--- src/rtl/intf_cmd_router_pkg.sv ---
// Shared types and constants for the command router: FSM state encoding and
// the default read-data pattern returned on decode or timeout errors.
package intf_cmd_router_pkg;

  typedef enum logic [1:0] {
    ST_IDLE,
    ST_ACCESS,
    ST_RESPOND,
    ST_RELEASE
  } state_t;

  localparam logic [31:0] ERR_RDATA_DEFAULT = 32'hDEAD_BEEF;

endpackage

--- src/rtl/intf_cmd.sv ---
// Upstream command interface: a level select with a single-cycle ack/rdata
// response driven by the slave side.
interface intf_cmd #(
  parameter int ADDR_BITS = 25,
  parameter int DATA_BITS = 32
);
  logic                 sel;
  logic                 rd_wr_n;
  logic [ADDR_BITS-1:0] byte_addr;
  logic [DATA_BITS-1:0] wdata;
  logic                 ack;
  logic [DATA_BITS-1:0] rdata;

  modport master (output sel, rd_wr_n, byte_addr, wdata, input  ack, rdata);
  modport slave  (input  sel, rd_wr_n, byte_addr, wdata, output ack, rdata);
endinterface

--- src/rtl/cmd_timeout_ctr.sv ---
// Counts consecutive enabled cycles and flags expiry on the TIMEOUT_CYCLES-th
// one; a clear (or reset) restarts the count from zero.
module cmd_timeout_ctr #(
  parameter int TIMEOUT_CYCLES = 255
) (
  input  logic i_clk,
  input  logic i_rst,
  input  logic i_clear,
  input  logic i_enable,
  output logic o_expire
);
  localparam int CNT_W = $clog2(TIMEOUT_CYCLES + 1);
  localparam logic [CNT_W-1:0] CNT_LAST = CNT_W'(TIMEOUT_CYCLES - 1);

  logic [CNT_W-1:0] r_count;

  // NOTE: sequential state uses non-blocking assignments so every register
  // samples the pre-edge values, independent of statement order.
  always_ff @(posedge i_clk) begin
    if (i_rst || i_clear) begin
      r_count <= '0;
    end else if (i_enable && (r_count != CNT_LAST)) begin
      r_count <= r_count + CNT_W'(1);
    end
  end

  assign o_expire = i_enable && (r_count == CNT_LAST);

endmodule

--- src/rtl/intf_cmd_router.sv ---
// Routes one upstream command at a time to a one-hot selected target, waits
// for that target's ack (or a timeout) and returns a single-cycle response.
module intf_cmd_router
  import intf_cmd_router_pkg::*;
#(
  parameter int NUM_BOARD_CMD_INTFS = 4,
  parameter int NUM_TARGETS         = 8,
  parameter int HOST_ADDRESS_BITS   = 25,
  parameter int TARGET_ADDRESS_BITS = 16,
  parameter int HOST_DATA_BITS      = 32,
  parameter int TIMEOUT_CYCLES      = 255,
  parameter logic [HOST_DATA_BITS-1:0] ERR_RDATA = HOST_DATA_BITS'(ERR_RDATA_DEFAULT)
) (
  input  logic                                  i_sys_clk,
  input  logic                                  i_sys_rst,
  intf_cmd.slave                                i_cmd_master,
  output logic [NUM_TARGETS-1:0]                o_tgt_sel,
  output logic                                  o_tgt_rd_wr_n,
  output logic [TARGET_ADDRESS_BITS-1:0]        o_tgt_byte_addr,
  output logic [HOST_DATA_BITS-1:0]             o_tgt_wdata,
  input  logic [NUM_TARGETS-1:0]                i_tgt_ack,
  input  logic [NUM_TARGETS*HOST_DATA_BITS-1:0] i_tgt_rdata,
  output logic                                  o_err,
  output logic [15:0]                           o_err_count
);
  localparam int BOARD_BITS = $clog2(NUM_BOARD_CMD_INTFS);
  localparam int IDX_BITS   = $clog2(NUM_TARGETS);
  localparam int SEL_HI     = HOST_ADDRESS_BITS - BOARD_BITS - 1;
  localparam int SEL_LO     = SEL_HI - IDX_BITS + 1;

  state_t r_state, w_next_state;

  logic [IDX_BITS-1:0]            r_idx;
  logic                           r_rd_wr_n;
  logic [TARGET_ADDRESS_BITS-1:0] r_byte_addr;
  logic [HOST_DATA_BITS-1:0]      r_wdata;
  logic [HOST_DATA_BITS-1:0]      r_rdata;
  logic                           r_err;
  logic [15:0]                    r_err_count;

  logic [IDX_BITS-1:0] w_idx;
  logic                w_idx_valid;
  logic                w_sel_ack;
  logic                w_expire;
  logic                w_capture;
  logic                w_take_ack;
  logic                w_take_timeout;
  logic                w_unused_addr;

  // Upper board-select bits and the address bits between the index field and
  // the forwarded target address play no part in routing.
  assign w_unused_addr = ^i_cmd_master.byte_addr;

  assign w_idx       = i_cmd_master.byte_addr[SEL_HI:SEL_LO];
  assign w_idx_valid = {1'b0, w_idx} < (IDX_BITS + 1)'(NUM_TARGETS);
  assign w_sel_ack   = i_tgt_ack[r_idx];

  cmd_timeout_ctr #(
    .TIMEOUT_CYCLES (TIMEOUT_CYCLES)
  ) u_timeout (
    .i_clk    (i_sys_clk),
    .i_rst    (i_sys_rst),
    .i_clear  (r_state != ST_ACCESS),
    .i_enable (r_state == ST_ACCESS),
    .o_expire (w_expire)
  );

  always_ff @(posedge i_sys_clk) begin
    if (i_sys_rst) begin
      r_state <= ST_IDLE;
    end else begin
      r_state <= w_next_state;
    end
  end

  // NOTE: every always_comb output gets a default first, so no path through
  // the case statement can leave a value unassigned and infer a latch.
  always_comb begin
    w_next_state   = r_state;
    w_capture      = 1'b0;
    w_take_ack     = 1'b0;
    w_take_timeout = 1'b0;
    case (r_state)
      ST_IDLE: begin
        if (i_cmd_master.sel) begin
          w_capture    = 1'b1;
          w_next_state = w_idx_valid ? ST_ACCESS : ST_RESPOND;
        end
      end
      ST_ACCESS: begin
        // Ack takes priority over a timeout expiring in the same cycle.
        if (w_sel_ack) begin
          w_take_ack   = 1'b1;
          w_next_state = ST_RESPOND;
        end else if (w_expire) begin
          w_take_timeout = 1'b1;
          w_next_state   = ST_RESPOND;
        end
      end
      ST_RESPOND: w_next_state = ST_RELEASE;
      ST_RELEASE: begin
        if (!i_cmd_master.sel) begin
          w_next_state = ST_IDLE;
        end
      end
      default: w_next_state = ST_IDLE;
    endcase
  end

  always_ff @(posedge i_sys_clk) begin
    if (i_sys_rst) begin
      r_idx       <= '0;
      r_rd_wr_n   <= 1'b0;
      r_byte_addr <= '0;
      r_wdata     <= '0;
      r_rdata     <= '0;
      r_err       <= 1'b0;
    end else if (w_capture) begin
      r_idx       <= w_idx;
      r_rd_wr_n   <= i_cmd_master.rd_wr_n;
      r_byte_addr <= i_cmd_master.byte_addr[TARGET_ADDRESS_BITS-1:0];
      r_wdata     <= i_cmd_master.wdata;
      r_err       <= !w_idx_valid;
      if (!w_idx_valid) begin
        r_rdata <= ERR_RDATA;
      end
    end else if (w_take_ack) begin
      r_rdata <= i_tgt_rdata[int'(r_idx)*HOST_DATA_BITS +: HOST_DATA_BITS];
      r_err   <= 1'b0;
    end else if (w_take_timeout) begin
      r_rdata <= ERR_RDATA;
      r_err   <= 1'b1;
    end
  end

  always_ff @(posedge i_sys_clk) begin
    if (i_sys_rst) begin
      r_err_count <= '0;
    end else if (o_err && (r_err_count != 16'hFFFF)) begin
      r_err_count <= r_err_count + 16'd1;
    end
  end

  assign o_tgt_sel       = (r_state == ST_ACCESS) ? (NUM_TARGETS'(1) << r_idx) : '0;
  assign o_tgt_rd_wr_n   = r_rd_wr_n;
  assign o_tgt_byte_addr = r_byte_addr;
  assign o_tgt_wdata     = r_wdata;
  assign o_err           = (r_state == ST_RESPOND) && r_err;
  assign o_err_count     = r_err_count;

  assign i_cmd_master.ack   = (r_state == ST_RESPOND);
  assign i_cmd_master.rdata = r_rdata;

endmodule

--- src/flat_wrapper.sv ---
// flat-port wrapper written by rule: the top's interface ports become plain ports
module intf_cmd_router_flat import intf_cmd_router_pkg::*;
#(
  parameter int NUM_BOARD_CMD_INTFS = 4,
  parameter int NUM_TARGETS         = 8,
  parameter int HOST_ADDRESS_BITS   = 25,
  parameter int TARGET_ADDRESS_BITS = 16,
  parameter int HOST_DATA_BITS      = 32,
  parameter int TIMEOUT_CYCLES      = 255,
  parameter logic [HOST_DATA_BITS-1:0] ERR_RDATA = HOST_DATA_BITS'(ERR_RDATA_DEFAULT)
)
  (i_sys_clk, i_sys_rst, o_tgt_sel, o_tgt_rd_wr_n, o_tgt_byte_addr, o_tgt_wdata, i_tgt_ack, i_tgt_rdata, o_err, o_err_count, i_cmd_master_sel, i_cmd_master_rd_wr_n, i_cmd_master_byte_addr, i_cmd_master_wdata, i_cmd_master_ack, i_cmd_master_rdata);
  intf_cmd #(.ADDR_BITS(25), .DATA_BITS((32))) i_cmd_master_i ();
  input  logic i_sys_clk;
  input  logic i_sys_rst;
  output logic [NUM_TARGETS-1:0] o_tgt_sel;
  output logic o_tgt_rd_wr_n;
  output logic [TARGET_ADDRESS_BITS-1:0] o_tgt_byte_addr;
  output logic [HOST_DATA_BITS-1:0] o_tgt_wdata;
  input  logic [NUM_TARGETS-1:0] i_tgt_ack;
  input  logic [NUM_TARGETS*HOST_DATA_BITS-1:0] i_tgt_rdata;
  output logic o_err;
  output logic [15:0] o_err_count;
  input wire logic [$bits(i_cmd_master_i.sel)-1:0] i_cmd_master_sel;
  input wire logic [$bits(i_cmd_master_i.rd_wr_n)-1:0] i_cmd_master_rd_wr_n;
  input wire logic [$bits(i_cmd_master_i.byte_addr)-1:0] i_cmd_master_byte_addr;
  input wire logic [$bits(i_cmd_master_i.wdata)-1:0] i_cmd_master_wdata;
  output wire logic [$bits(i_cmd_master_i.ack)-1:0] i_cmd_master_ack;
  output wire logic [$bits(i_cmd_master_i.rdata)-1:0] i_cmd_master_rdata;
  assign i_cmd_master_i.sel = i_cmd_master_sel;
  assign i_cmd_master_i.rd_wr_n = i_cmd_master_rd_wr_n;
  assign i_cmd_master_i.byte_addr = i_cmd_master_byte_addr;
  assign i_cmd_master_i.wdata = i_cmd_master_wdata;
  assign i_cmd_master_ack = i_cmd_master_i.ack;
  assign i_cmd_master_rdata = i_cmd_master_i.rdata;
  intf_cmd_router #(.NUM_BOARD_CMD_INTFS(NUM_BOARD_CMD_INTFS), .NUM_TARGETS(NUM_TARGETS), .HOST_ADDRESS_BITS(HOST_ADDRESS_BITS), .TARGET_ADDRESS_BITS(TARGET_ADDRESS_BITS), .HOST_DATA_BITS(HOST_DATA_BITS), .TIMEOUT_CYCLES(TIMEOUT_CYCLES), .ERR_RDATA(ERR_RDATA)) u_core (.i_sys_clk(i_sys_clk), .i_sys_rst(i_sys_rst), .i_cmd_master(i_cmd_master_i), .o_tgt_sel(o_tgt_sel), .o_tgt_rd_wr_n(o_tgt_rd_wr_n), .o_tgt_byte_addr(o_tgt_byte_addr), .o_tgt_wdata(o_tgt_wdata), .i_tgt_ack(i_tgt_ack), .i_tgt_rdata(i_tgt_rdata), .o_err(o_err), .o_err_count(o_err_count));
endmodule
--- config.mk ---
export PLATFORM = sky130hd
export DESIGN_NAME = intf_cmd_router_flat
export DESIGN_NICKNAME = d
export VERILOG_FILES = /design/src/rtl/intf_cmd_router_pkg.sv /design/src/rtl/intf_cmd.sv /design/src/rtl/cmd_timeout_ctr.sv /design/src/rtl/intf_cmd_router.sv /design/src/flat_wrapper.sv
export SDC_FILE = /design/constraint.sdc
export NUM_CORES = 1
export LEC_CHECK = 0
export CORE_AREA = 2 2 169 171
export CTS_CLUSTER_DIAMETER = 80
export DETAILED_ROUTE_END_ITERATION = 6
export DIE_AREA = 0 0 171 173
export PLACE_DENSITY = 0.54
export SETUP_SLACK_MARGIN = 0.5
export SKIP_CTS_REPAIR_TIMING = 1
export SLEW_MARGIN = 40
export SYNTH_ARGS = -nofsm -noshare
export SYNTH_HDL_FRONTEND = slang
export SYNTH_HIERARCHICAL = 1
export SYNTH_SLANG_ARGS = --single-unit
--- constraint.sdc ---
create_clock -name i_sys_clk -period 2.1 [get_ports i_sys_clk]
set_input_delay 0.21 -clock i_sys_clk [delete_from_list [all_inputs] [get_ports i_sys_clk]]
set_output_delay 0.21 -clock i_sys_clk [all_outputs]
set_load 0.1 [all_outputs]
==> impl_metrics.py, run 1 <==
metrics = {
    "run_status": {
        "run_status": "finished clean",
    },
    "cts": {
        "cts_htree_levels": 3,
        "ctsRootBufferMaster": "sky130_fd_sc_hd__clkbuf_16",
        "clkSinkCount": 111,
        "worstSkewPairLatency_ns": 0.36,
        "cts-buffers-inserted": 9,
        "cts_tree": "yes",
        "cts-root-to-sink-buffers": 2,
        "cts.reportedPaths.clkPinSlew_ns": 0.08,
    },
    "yosys": {
        "synth_area_per_cell_um2": 9.72,
        "yosysTopAreaCellShare_pct": 34.9,
        "number_of_synthesized_flops_with_an_enable_pin": 0,
        "yosys_most_used_dff": "sky130_fd_sc_hd__dfxtp_1",
        "synth_area_leaders": "sky130_fd_sc_hd__dfxtp_1 35%, sky130_fd_sc_hd__mux4_2 23%, sky130_fd_sc_hd__nand2_1 7.3%, sky130_fd_sc_hd__a21oi_1 5.8%, sky130_fd_sc_hd__mux2i_1 4.4%",
        "async_reset_ff_share_pct": 0,
        "post_synthesis_register_bit_count": 111,
        "synthDominantAreaCellType": "sky130_fd_sc_hd__dfxtp_1",
        "syn-instance-count": 654,
        "yosysUniqueCellTypes": 49,
        "syn_area_um2": 6360,
        "synth.net_count": 986,
        "synth_warnings": 6,
        "synth.yosys.seq_area_share_pct": 34.9,
    },
    "floorplanning": {
        "start_util_pct": 23.0,
        "placement_rows": 61,
        "die_h_um": 173,
        "core-area_um2": 27600,
        "top_level_ports": 432,
        "width_of_the_die_um": 171,
        "fp.dieArea_um2": 29600,
    },
    "sta": {
        "highest_attainable_clock_frequency_mhz": 520,
        "finalCritPeriodShare_pct": 91.6,
        "report.final.slew_viol_count": 0,
        "worst_hold_slack_ns": 0.297,
        "report.final.setup_viol": 0,
        "worst_slew_margin_rel_pct": 65.6,
        "fin_ws_ns": 0.177,
        "timing.final.crit_period_ns": 1.92,
        "fin_tns_setup_ns": 0,
        "grt_setup_unrepaired": "true",
        "worst-slew-pin-transition_ns": 0.517,
        "hold_violations": 0,
        "fin_skew_ns": 0.0113,
    },
    "power": {
        "switching_component_of_the_power_mw": 5.35,
        "power.static_leakage_nw": 4.39,
        "clock_power_share_pct": 16.4,
        "share_comb_of_total_power_pct": 59.7,
        "peakVddDrop_mv": 0.425,
        "switching_share_pct": 48.2,
        "share_of_power_burned_in_registers_pct": 23.9,
        "power_density_nw_per_um2": 912,
        "fin_total_pwr_mw": 11.1,
        "p_int_mw": 5.76,
    },
    "min_path": {
        "holdCritPathClass": "in -> reg",
    },
    "final_layout": {
        "synthToLayoutAreaGrowth_pct": 91.6,
        "final_common_cell": "sky130_fd_sc_hd__clkdlybuf4s50_1",
        "layout.cell_area.non_filler_um2": 12200,
        "final_cell_mix": "317 x sky130_fd_sc_hd__clkdlybuf4s50_1, 141 x sky130_fd_sc_hd__buf_4, 120 x sky130_fd_sc_hd__nand2_1",
        "final_net_count": 1430,
        "post_route_cells_drive_above_1_share_pct": 31.3,
    },
    "drt": {
        "vias": 6894,
        "drtPass1Iterations": 6,
        "routed_wire_length_per_instance_um": 19.8,
        "drt-initial-drc-count": 419,
        "detail_route.wirelength_um": 29400,
        "detail-route-antenna-nets": 0,
        "via_per_inst": 4.65,
        "residual_drc_count": 0,
    },
    "placement": {
        "place.port_buffers": 425,
        "pre_cts_ws_ns": -0.0393,
        "routabilityCongestion": 0.793,
        "dpl.hpwl_um": 22400,
        "place_area_um2": 11200,
    },
    "job": {
        "maxCapViolCount": 0,
    },
    "critical_path": {
        "timing.critical_path.to_type": "flop",
        "critPathLaunchType": "flop",
        "critPathArrivalTime_ns": 2.14,
        "crit_required_ns": 2.31,
        "path_max_fanout": 6,
        "timing.setup.critical_path_class": "reg -> reg",
    },
    "grt": {
        "first_global_vias": 6881,
        "global_route_wire_length_before_repair_um": 41500,
        "gr-usage-all-layers_pct": 18.6,
        "grt_start_max_net_pins": 67,
        "grt_antenna_before_repair": 3,
        "grt_remaining_overflow": 0,
    },
}
==> cell type report <==
type / count / area (um2)
clock inverters: 6 / 77.6
diodes: 2 / 5.00
flip-flops and latches: 111 / 2300
fillers: 2738 / 15400
well taps: 378 / 473
clock buffers: 10 / 229
inverters: 31 / 124
repair buffers: 485 / 4770
multi-input cells: 460 / 4210
==> through the flow <==
stage,utilization (%),instances
final,44.1,1483
after detailed placement,40.5,1426
after global routing,44.1,1482
after global placement,40.5,1426
after floorplan,-,654
after CTS,41.6,1442
==> cells in the mapped netlist (2+ instances only) <==
cell type                  instances
sky130_fd_sc_hd__nand2_1         123
sky130_fd_sc_hd__dfxtp_1         111
sky130_fd_sc_hd__a21oi_1          74
sky130_fd_sc_hd__mux4_2           64
sky130_fd_sc_hd__clkbuf_1         32
sky130_fd_sc_hd__inv_1            31
sky130_fd_sc_hd__mux2i_1          28
sky130_fd_sc_hd__a221oi_1         25
sky130_fd_sc_hd__nor2_1           25
sky130_fd_sc_hd__nand3_1          15
sky130_fd_sc_hd__buf_2            14
sky130_fd_sc_hd__nand4_1          11
sky130_fd_sc_hd__o21ai_0          11
sky130_fd_sc_hd__mux2_2           10
sky130_fd_sc_hd__ha_1              7
sky130_fd_sc_hd__xnor2_1           7
sky130_fd_sc_hd__a211oi_1          6
sky130_fd_sc_hd__and3_1            5
sky130_fd_sc_hd__and4_1            5
sky130_fd_sc_hd__nor3_1            5
sky130_fd_sc_hd__xor2_1            5
sky130_fd_sc_hd__nand2b_1          4
sky130_fd_sc_hd__a31oi_1           3
sky130_fd_sc_hd__and2_1            3
sky130_fd_sc_hd__buf_6             3
sky130_fd_sc_hd__buf_1             2
sky130_fd_sc_hd__buf_4             2
sky130_fd_sc_hd__nor4_1            2
==> per-layer routing <==
metal | wire, um | track usage (%) | up-vias
met1 | 12600 | 23.1 | 3300
met3 | 1970 | 4.81 | 32
li1 | - | - | 3311
met4 | 598 | 5.47 | 2
met5 | 13 | 0 | -
met2 | 14300 | 31.4 | 249
==> path summary, 6_finish.rpt <==
kind	start	end	slack, ns	cells past startpoint
max	u_core/r_idx[1]	u_core/i_cmd_master.rdata[9]	0.18	8
min	i_sys_rst	u_core/o_tgt_byte_addr[13]	0.30	2
max reg2reg	u_core/r_idx[1]	u_core/i_cmd_master.rdata[9]	0.18	8
min reg2reg	u_core/o_tgt_wdata[10]	u_core/o_tgt_wdata[10]	0.46	2
==> sequential cells by signal, summed over array words and instances (netlist names) <==
name                       count
u_core/r_idx                   3
u_core/r_err                   1
u_core/o_tgt_byte_addr        16
u_core/u_timeout/r_count       8
u_core/o_tgt_wdata            32
u_core/r_state                 2
u_core/o_tgt_rd_wr_n           1
u_core/i_cmd_master.rdata     32
u_core/o_err_count            16
==> power by group through the flow <==
stage / clock network (mW) / logic [mW] / registers, mW
finish: 1.83 / 6.63 / 2.65
global route: 1.99 / 6.97 / 2.70
CTS: 1.91 / 6.09 / 2.65
detailed placement: 0 / 6.08 / 2.70
global placement: 0 / 6.05 / 2.69
floorplan: 0 / 2.14 / 4.83
==> critical path, cell delays in order (launching register included) <==
cell                       delay, ns
sky130_fd_sc_hd__dfxtp_4        0.40
sky130_fd_sc_hd__mux2_4         0.32
sky130_fd_sc_hd__o22a_1         0.25
sky130_fd_sc_hd__buf_6          0.13
sky130_fd_sc_hd__and2_4         0.15
sky130_fd_sc_hd__o21ai_4        0.17
sky130_fd_sc_hd__buf_12         0.14
sky130_fd_sc_hd__buf_6          0.13
sky130_fd_sc_hd__a221oi_1       0.08
==> logic make-up after synthesis <==
logic type | synth area share [%]
AND/OR/NAND/NOR | 14.4
AO/OA/AOI/OAI | 12.9
flip-flops | 34.9
multiplexers | 29.0
buffers and inverters | 5.71
XOR/XNOR | 1.65
adder cells (fa/ha/maj) | 1.38
Note: power is estimated with default switching activity, not from simulation.
==> run 2, diff against run 1 <==
--- a/config.mk
+++ b/config.mk
@@ -12,7 +12,6 @@
 export PLACE_DENSITY = 0.54
 export SETUP_SLACK_MARGIN = 0.5
 export SKIP_CTS_REPAIR_TIMING = 1
-export SLEW_MARGIN = 40
 export SYNTH_ARGS = -nofsm -noshare
 export SYNTH_HDL_FRONTEND = slang
 export SYNTH_HIERARCHICAL = 1
==> run 2 against run 1 <==
Against the previous run: fmax shrank 0.83%; cell area grew 0.82%; via count is the same; clock skew grew 0.0014 ns; count of clock-buffer cells in the layout is the same; utilization grew 0.36 points; critical path depth is the same; die area is the same; clock power shrank 7%; sequential cell count is the same; first-iteration DRC count shrank 15%; largest cell class unchanged; highest routed layer unchanged.
==> impl_metrics.py, run 2 (synthesis gave the netlist of run 1 again) <==
metrics = {
    "critical_path": {
        "worst_path_dominant_cell_family": "compound AO/OA/AOI/OAI gates",
        "worst-path-buf-inv": 3,
        "timing.setup.critical_path_class": "reg -> reg",
        "critPathArrivalTime_ns": 2.15,
        "critPathLaunchType": "flop",
        "slowest_delay_ns": 0.40,
        "crit_slowest_cell": "sky130_fd_sc_hd__dfxtp_4",
        "worstPathCellList": "mux2_4, o22a_4, buf_6, and2_4, o21ai_4, buf_12, clkbuf_16, a221oi_2",
        "path_max_fanout": 6,
        "timing.critical_path.to_type": "flop",
        "crit_required_ns": 2.31,
    },
    "sta": {
        "timing.final.crit_period_ns": 1.94,
        "highest_attainable_clock_frequency_mhz": 516,
        "report.final.setup_viol": 0,
        "fin_skew_ns": 0.0126,
        "report.final.slew_viol_count": 0,
        "worst_hold_slack_ns": 0.302,
        "finalCritPeriodShare_pct": 92.3,
        "worst_slew_margin_rel_pct": 65.5,
        "fin_ws_ns": 0.161,
        "hold_violations": 0,
        "grt_setup_unrepaired": "true",
        "worst-slew-pin-transition_ns": 0.517,
    },
    "final_layout": {
        "num-fill-cells": 2720,
        "layout.area.seq_um2": 2300,
        "final_net_count": 1431,
        "multiInputGateArea_um2": 4310,
        "post_route_cells_drive_above_1_share_pct": 32.2,
        "final_common_cell": "sky130_fd_sc_hd__clkdlybuf4s50_1",
        "synthToLayoutAreaGrowth_pct": 93.2,
        "layout.core_utilization_pct": 44.5,
        "final_cell_mix": "317 x sky130_fd_sc_hd__clkdlybuf4s50_1, 140 x sky130_fd_sc_hd__buf_4, 119 x sky130_fd_sc_hd__nand2_1",
    },
    "drt": {
        "via_per_inst": 4.65,
        "drt-initial-drc-count": 355,
        "routed_wire_length_per_instance_um": 20.0,
        "drtPass1Iterations": 4,
        "vias": 6894,
        "detail_route.wirelength_um": 29700,
        "residual_drc_count": 0,
        "detail-route-antenna-nets": 0,
    },
    "cts": {
        "clkSinkCount": 111,
        "cts-root-to-sink-buffers": 2,
        "cts.reportedPaths.clkPinSlew_ns": 0.08,
        "ctsRootBufferMaster": "sky130_fd_sc_hd__clkbuf_16",
        "worstSkewPairLatency_ns": 0.35,
        "cts-buffers-inserted": 9,
        "cts_htree_levels": 3,
        "cts_tree": "yes",
    },
    "power": {
        "power.static_leakage_nw": 4.37,
        "peakVddDrop_mv": 0.420,
        "power_density_nw_per_um2": 907,
    },
    "placement": {
        "routabilityCongestion": 0.793,
        "dpl.hpwl_um": 22400,
        "pre_cts_ws_ns": -0.269,
        "place.port_buffers": 425,
    },
    "floorplanning": {
        "die_h_um": 173,
        "core-area_um2": 27600,
        "fp.dieArea_um2": 29600,
        "placement_rows": 61,
        "start_util_pct": 23.0,
        "width_of_the_die_um": 171,
        "top_level_ports": 432,
    },
    "grt": {
        "grt_antenna_before_repair": 3,
        "grt_remaining_overflow": 0,
        "gr-usage-all-layers_pct": 18.4,
        "global_route_wire_length_before_repair_um": 41000,
        "grt_start_max_net_pins": 67,
        "first_global_vias": 6823,
    },
    "run_status": {
        "run_status": "finished clean",
    },
    "min_path": {
        "holdCritPathClass": "in -> reg",
    },
    "job": {
        "maxCapViolCount": 0,
    },
}
-- run 2: cell type report --
type | count | share of cell area [%]
sequential | 111 | 18.7
tap | 378 | 3.85
timing repair buffer | 486 | 39.1
multi-input combinational | 460 | 35.1
antenna | 2 | 0.0407
clock buffer | 10 | 1.86
inverter | 31 | 0.988
clock inverter | 6 | 0.438
-- run 2: per-layer routing --
metal | share of wire [%] | global-route usage (%) | up-vias
met5 | 0.10 | 0 | -
met3 | 7.1 | 5.33 | 40
met4 | 2.7 | 5.79 | 4
met1 | 42 | 22.7 | 3292
li1 | - | - | 3312
met2 | 48 | 30.7 | 246
-- run 2: worst paths after layout --
check / slack [ns] / cells after the start / end / start
setup reg to reg: 0.16 / 8 / u_core/i_cmd_master.rdata[5] / u_core/r_idx[1]
hold reg to reg: 0.46 / 2 / u_core/o_tgt_wdata[8] / u_core/o_tgt_wdata[8]
setup / recovery: 0.16 / 8 / u_core/i_cmd_master.rdata[5] / u_core/r_idx[1]
hold / removal: 0.30 / 2 / u_core/o_tgt_wdata[25] / i_sys_rst
-- run 2: stage by stage --
step / power [mW] / cells / setup TNS, ns / instance area [um2]
after floorplan: 6.96 / 654 / 0 / 6680
after global placement: 8.74 / 1426 / -5.30 / 11200
after detailed placement: 8.77 / 1426 / -5.30 / 11200
after CTS: 10.5 / 1442 / -0.571 / 11500
after global routing: 11.7 / 1482 / 0 / 12300
final: 11.1 / 1484 / 0 / 12300
-- run 2: where the power goes --
group | internal, mW | total, mW | switching, mW | leakage, nW
Clock | 0.828 | 1.70 | 0.872 | 0.134
Sequential | 2.44 | 2.66 | 0.218 | 0.921
Combinational | 2.48 | 6.79 | 4.32 | 3.32
